`config.mk`:
```
export PLATFORM = sky130hd
export DESIGN_NAME = mvm_accum
export DESIGN_NICKNAME = d
export VERILOG_FILES = /design/src/rtl/mvm_accum.sv
export SDC_FILE = /design/constraint.sdc
export NUM_CORES = 1
export LEC_CHECK = 0
export BUFFER_PORTS_ARGS = -buffer_cell sky130_fd_sc_hd__buf_4
export CAP_MARGIN = 15
export CORE_MARGIN = 2
export CORE_UTILIZATION = 45
export DETAILED_ROUTE_END_ITERATION = 7
export PLACE_DENSITY = 0.62
export SLEW_MARGIN = 20
export SYNTH_ARGS = -nofsm -noshare
export SYNTH_HDL_FRONTEND = slang
export SYNTH_SLANG_ARGS = --single-unit
```
`constraint.sdc`:
```
create_clock -name clk -period 19.21 [get_ports clk]
set_clock_uncertainty 0.05 [all_clocks]
set_input_delay 0 -clock clk [delete_from_list [all_inputs] [get_ports clk]]
set_output_delay 0 -clock clk [all_outputs]
set_load 0.05 [all_outputs]
```
`src/rtl/mvm_accum.sv`:
```
// mvm_accum: row accumulator behind the 8-lane dot-product stage.
// It sums cfg_num_chunks consecutive signed partials into one output element
// and queues finished elements in a first-word-fall-through FIFO. The upstream
// stage cannot be stalled, so an element that completes while the queue is
// full and not popping is dropped, and the sticky overflow flag is raised.
//
// Ports:
//   clk, rst        clock; synchronous active-high reset
//   cfg_num_chunks  chunks per element (0 behaves as 1), latched at element start
//   idata, ivalid   signed partial sum and its valid strobe (no ready upstream)
//   odata, ovalid   head of queue (0 when empty) and queue non-empty
//   oready          consumer accept; pop on ovalid && oready
//   full            queue holds FIFO_DEPTH entries
//   overflow        sticky: a finished element was dropped
//   busy            a partially accumulated element is in progress
//
// Handshake: ivalid is a one-sided strobe that is always consumed. On the output
// side, a transfer happens on every rising edge where ovalid && oready. odata is
// held stable while ovalid=1 and oready=0.
module mvm_accum #(
   parameter int IWIDTH     = 32,
   parameter int OWIDTH     = 32,
   parameter int MAX_CHUNKS = 16,
   parameter int CWIDTH     = $clog2(MAX_CHUNKS + 1),
   parameter int FIFO_DEPTH = 8
) (
   input  logic                     clk,
   input  logic                     rst,
   input  logic [CWIDTH-1:0]        cfg_num_chunks,
   input  logic signed [IWIDTH-1:0] idata,
   input  logic                     ivalid,
   output logic signed [OWIDTH-1:0] odata,
   output logic                     ovalid,
   input  logic                     oready,
   output logic                     full,
   output logic                     overflow,
   output logic                     busy
);

   localparam int PW   = (FIFO_DEPTH > 1) ? $clog2(FIFO_DEPTH) : 1;
   localparam int CNTW = PW + 1;

   // Accumulator state
   logic [CWIDTH-1:0]        cnt_q, cnt_d;
   logic [CWIDTH-1:0]        n_lat_q, n_lat_d;
   logic signed [OWIDTH-1:0] acc_q, acc_d;

   // FIFO state
   logic signed [OWIDTH-1:0] mem_q [FIFO_DEPTH];
   logic [PW-1:0]            wr_ptr_q, rd_ptr_q;
   logic [CNTW-1:0]          count_q, count_d;
   logic                     ovalid_q, full_q, overflow_q;

   logic [CWIDTH-1:0]        n_eff;
   logic [CWIDTH-1:0]        n_cur;
   logic signed [OWIDTH-1:0] idata_ext;
   logic signed [OWIDTH-1:0] sum;
   logic                     complete;
   logic                     pop;
   logic                     push_ok;
   logic                     drop;

   // Sign-extending size cast; also correct when OWIDTH == IWIDTH.
   assign idata_ext = OWIDTH'(idata);
   assign n_eff     = (cfg_num_chunks == '0) ? CWIDTH'(1) : cfg_num_chunks;

   // The first chunk of an element uses the live config; later chunks use the
   // latched count so mid-element config changes have no effect.
   assign n_cur     = (cnt_q == '0) ? n_eff : n_lat_q;
   assign sum       = (cnt_q == '0) ? idata_ext : acc_q + idata_ext;
   assign complete  = ivalid && (cnt_q == n_cur - CWIDTH'(1));

   assign pop       = ovalid_q && oready;
   // A pop in the same cycle frees the slot, so a full queue still accepts.
   assign push_ok   = complete && ((count_q != CNTW'(FIFO_DEPTH)) || pop);
   assign drop      = complete && !push_ok;

   always_comb begin
      cnt_d   = cnt_q;
      n_lat_d = n_lat_q;
      acc_d   = acc_q;
      if (ivalid) begin
         acc_d = sum;
         if (cnt_q == '0) n_lat_d = n_eff;
         cnt_d = complete ? '0 : cnt_q + CWIDTH'(1);
      end
   end

   always_comb begin
      count_d = count_q;
      case ({push_ok, pop})
         2'b10:   count_d = count_q + CNTW'(1);
         2'b01:   count_d = count_q - CNTW'(1);
         default: count_d = count_q;
      endcase
   end

   always_ff @(posedge clk) begin
      if (rst) begin
         cnt_q      <= '0;
         n_lat_q    <= CWIDTH'(1);
         acc_q      <= '0;
         wr_ptr_q   <= '0;
         rd_ptr_q   <= '0;
         count_q    <= '0;
         ovalid_q   <= 1'b0;
         full_q     <= 1'b0;
         overflow_q <= 1'b0;
      end else begin
         cnt_q    <= cnt_d;
         n_lat_q  <= n_lat_d;
         acc_q    <= acc_d;
         count_q  <= count_d;
         ovalid_q <= (count_d != '0);
         full_q   <= (count_d == CNTW'(FIFO_DEPTH));
         if (push_ok) wr_ptr_q <= wr_ptr_q + PW'(1);
         if (pop)     rd_ptr_q <= rd_ptr_q + PW'(1);
         if (drop)    overflow_q <= 1'b1;
      end
   end

   // Storage needs no reset: reads are masked while the queue is empty.
   always_ff @(posedge clk) begin
      if (!rst && push_ok) mem_q[wr_ptr_q] <= sum;
   end

   assign odata    = ovalid_q ? mem_q[rd_ptr_q] : '0;
   assign ovalid   = ovalid_q;
   assign full     = full_q;
   assign overflow = overflow_q;
   assign busy     = (cnt_q != '0);

endmodule
```
==> out/summary.txt <==
crit path max fanout = 37
share of flip-flops with an asynchronous set or reset = 0%
filler cell count = 2,611
Post-synth EDFFs = 256
gr usage total = 19.6%
number of global-route vias before repair = 8,562
Static Leak = 0.00600 uW
clk buf depth = 3
sequential share of power = 41.8%
Hold WC Path Type = primary input to register
Synth warnings = 0
Worst Setup End Kind = register
sequential area share after synthesis = 61.7%
Startpoint Class = register
status = finished, final reports clean
commonest non-fill, non-tap cell in the layout = edfxtp_1
cts repair resizes = 0
Power Density = 113 nW/um2
most used cell, CP = nor2_1
# Post-CTS Setup Buffers = 0
Cells after Synth = 1,003
RSZ-0062 raised after global routing = false
IO Port Bufs = 76
Fin Setup TNS = 0 ps
max cap viols = 0
RePlAce Congestion = 0.846
IO Count = 77
Via density = 5.66
Post-Layout Cell Count = 1,533
Worst Tran Pin Value = 1070 ps
Gate power share = 21.4%
FMAX = 208 MHz
syn nets = 1,084
Setup Viol. Count Final = 0
WL/cell = 20.8 um
Switch Pwr = 530 uW
CP max stage delay = 930 ps
cts hold-fix bufs = 28
Post-DRT Antenna Nets = 0
mean area per synthesized cell = 14.3 um2
Hold Violations, Final = 0
kind of critical path = register to register
Internal Power = 1380 uW
root buffer cell = clkbuf_16
CP Cell Sequence = inv_1 > ha_1 > nor4b_4 > buf_4 > nor2_1 > or2_2 > ha_1 > xnor2_1 > xnor2_1 > nand4_2 > nor2_1 > nand2_1 > nor2_1 > and4_2
number of antenna violations at the first check in global routing = 0
Rel. slew slack = 28.2%
die area = 33,300 um2
Tot Pwr = 1910 uW
Iter 0 DRT Violations = 730
critical path data required time = 19,280 ps
remaining global-route overflow = 0
Nets = 1,187
Detailed Route WL = 31,900 um
Slew Limit Fails = 0
Starting Density = 45.6%
DP HPWL = 19,200 um
via count = 8,677
Clk network pwr share = 36.8%
Area Growth Syn to Fin = 17.6%
crit path max-delay cell type = and4_2
Yosys reg bits = 314
number of H-tree levels = 2
Netlist cell types = 72
worst skew pair latency = 510 ps
most frequent cells in the layout = edfxtp_1 (256), buf_4 (88), nor2_1 (77), mux4_2 (64), nand2_1 (62)
core footprint = 31,500 um2
# placed instances = 1,444
# DRC = 0
drt pass-1 iters = 5
# rows = 65
clk slew on worst S/H paths = 60 ps
die width = 183 um
Tmin final = 4800 ps
Max IR drop VDD = 0.0671 mV
die height = 183 um
switching share of power = 27.8%
synthesized area = 14,300 um2
TritonCTS clock tree = yes
Main synth FF type = edfxtp_1
share of layout cells above drive strength 1 = 21.1%
first-pass GRT wire length = 49,800 um
Inserted Diodes = 0
setup slack, reg-to-reg = 14,410 ps
Period Utilization, post-route = 25.0%
total clock sinks = 314
CTS buffer count = 34
pin count of the biggest net entering global routing = 65
worst path arrival time = 4870 ps
[critical path, delay by kind of cell (launching register included)]
family | cells | cell delay [ps]
adders and majority gates | 2 | 430
and+or+nand+nor | 8 | 2660
buffers and inverters | 2 | 510
xor gates and xnor gates | 2 | 380
DFF | 1 | 380
[synth_stat cells (8+ instances only)]
cell type,count,area share [%]
inv_1,22,0.58
mux4_2,64,10
nand2b_1,8,0.35
xor2_1,18,1.1
o21a_1,8,0.42
mux2i_1,53,3.7
a21oi_1,44,1.5
ha_1,38,3.3
nor2_1,78,2.0
nand3_1,18,0.63
clkbuf_1,34,0.89
edfxtp_1,256,54
nand2_1,62,1.6
a31oi_1,8,0.35
buf_1,14,0.37
xnor2_1,16,0.98
o21ai_0,31,1.1
nor3_1,11,0.38
a21o_1,15,0.78
dfxtp_1,58,8.1
nor2b_1,35,1.5
[stage by stage]
step / instance area, um2 / util [%] / hold WS, ps / setup WS [ps]
after floorplan: 14300 / - / 113 / 12620
after global placement: 15400 / 48.8 / 269 / 14530
after detailed placement: 15400 / 48.8 / 275 / 14440
after CTS: 16900 / 53.6 / 4.38 / 14430
after global routing: 16900 / 53.6 / 20.8 / 14110
final: 16900 / 53.6 / 20.8 / 14410
[logic make-up after synthesis]
family / after synthesis / synth area share [%]
AO/OA/AOI/OAI: 160 / 7.40
XOR/XNOR: 35 / 2.19
adder cells (fa/ha/maj): 40 / 3.59
buffers and inverters: 73 / 1.94
flip-flops: 314 / 61.7
multiplexers: 119 / 13.9
AND/OR/NAND/NOR: 262 / 9.27
[sequential cells by signal, indices dropped and copies added (netlist names), named ones only]
register and count:
n_lat_q 5, overflow 1, cnt_q 5, wr_ptr_q 3, full 1, ovalid 1, count_q 4, acc_q 32
mem_q 256, rd_ptr_q 3
[power groups by stage]
stage | clock network [uW] | logic [uW] | registers [uW]
2_1_floorplan | 0 | 298 | 808
3_3_place_gp | 0 | 403 | 812
3_5_place_dp | 0 | 406 | 812
4_1_cts | 714 | 412 | 798
5_1_grt | 745 | 445 | 800
6_report | 703 | 408 | 797
[worst paths after layout]
path,start,to,depth (start not counted)
worst max-delay path,cnt_q[0],mem_q[3][20],14
worst min register to register,acc_q[3],acc_q[3],2
worst max register to register,cnt_q[0],mem_q[3][20],14
worst min-delay path,idata[11],mem_q[4][11],3
[per-layer routing]
| metal | GRT usage (%) | routed length [um] | up-vias |
|---|---|---|---|
| met5 | 0 | 0 | - |
| met4 | 3.97 | 425 | 0 |
| met3 | 2.75 | 1520 | 36 |
| met2 | 32.5 | 15400 | 223 |
| met1 | 28.0 | 14600 | 4354 |
| li1 | - | - | 4064 |
[final cells by class]
type,instances,area (um2),share of cell area [%]
tap,402,503,2.98
clock inverter,21,312,1.85
inverter,24,90.1,0.534
timing repair buffer,116,941,5.58
sequential,314,8850,52.5
multi-input combinational,616,5270,31.3
clock buffer,40,895,5.30
(Power assumes the default switching activity.)
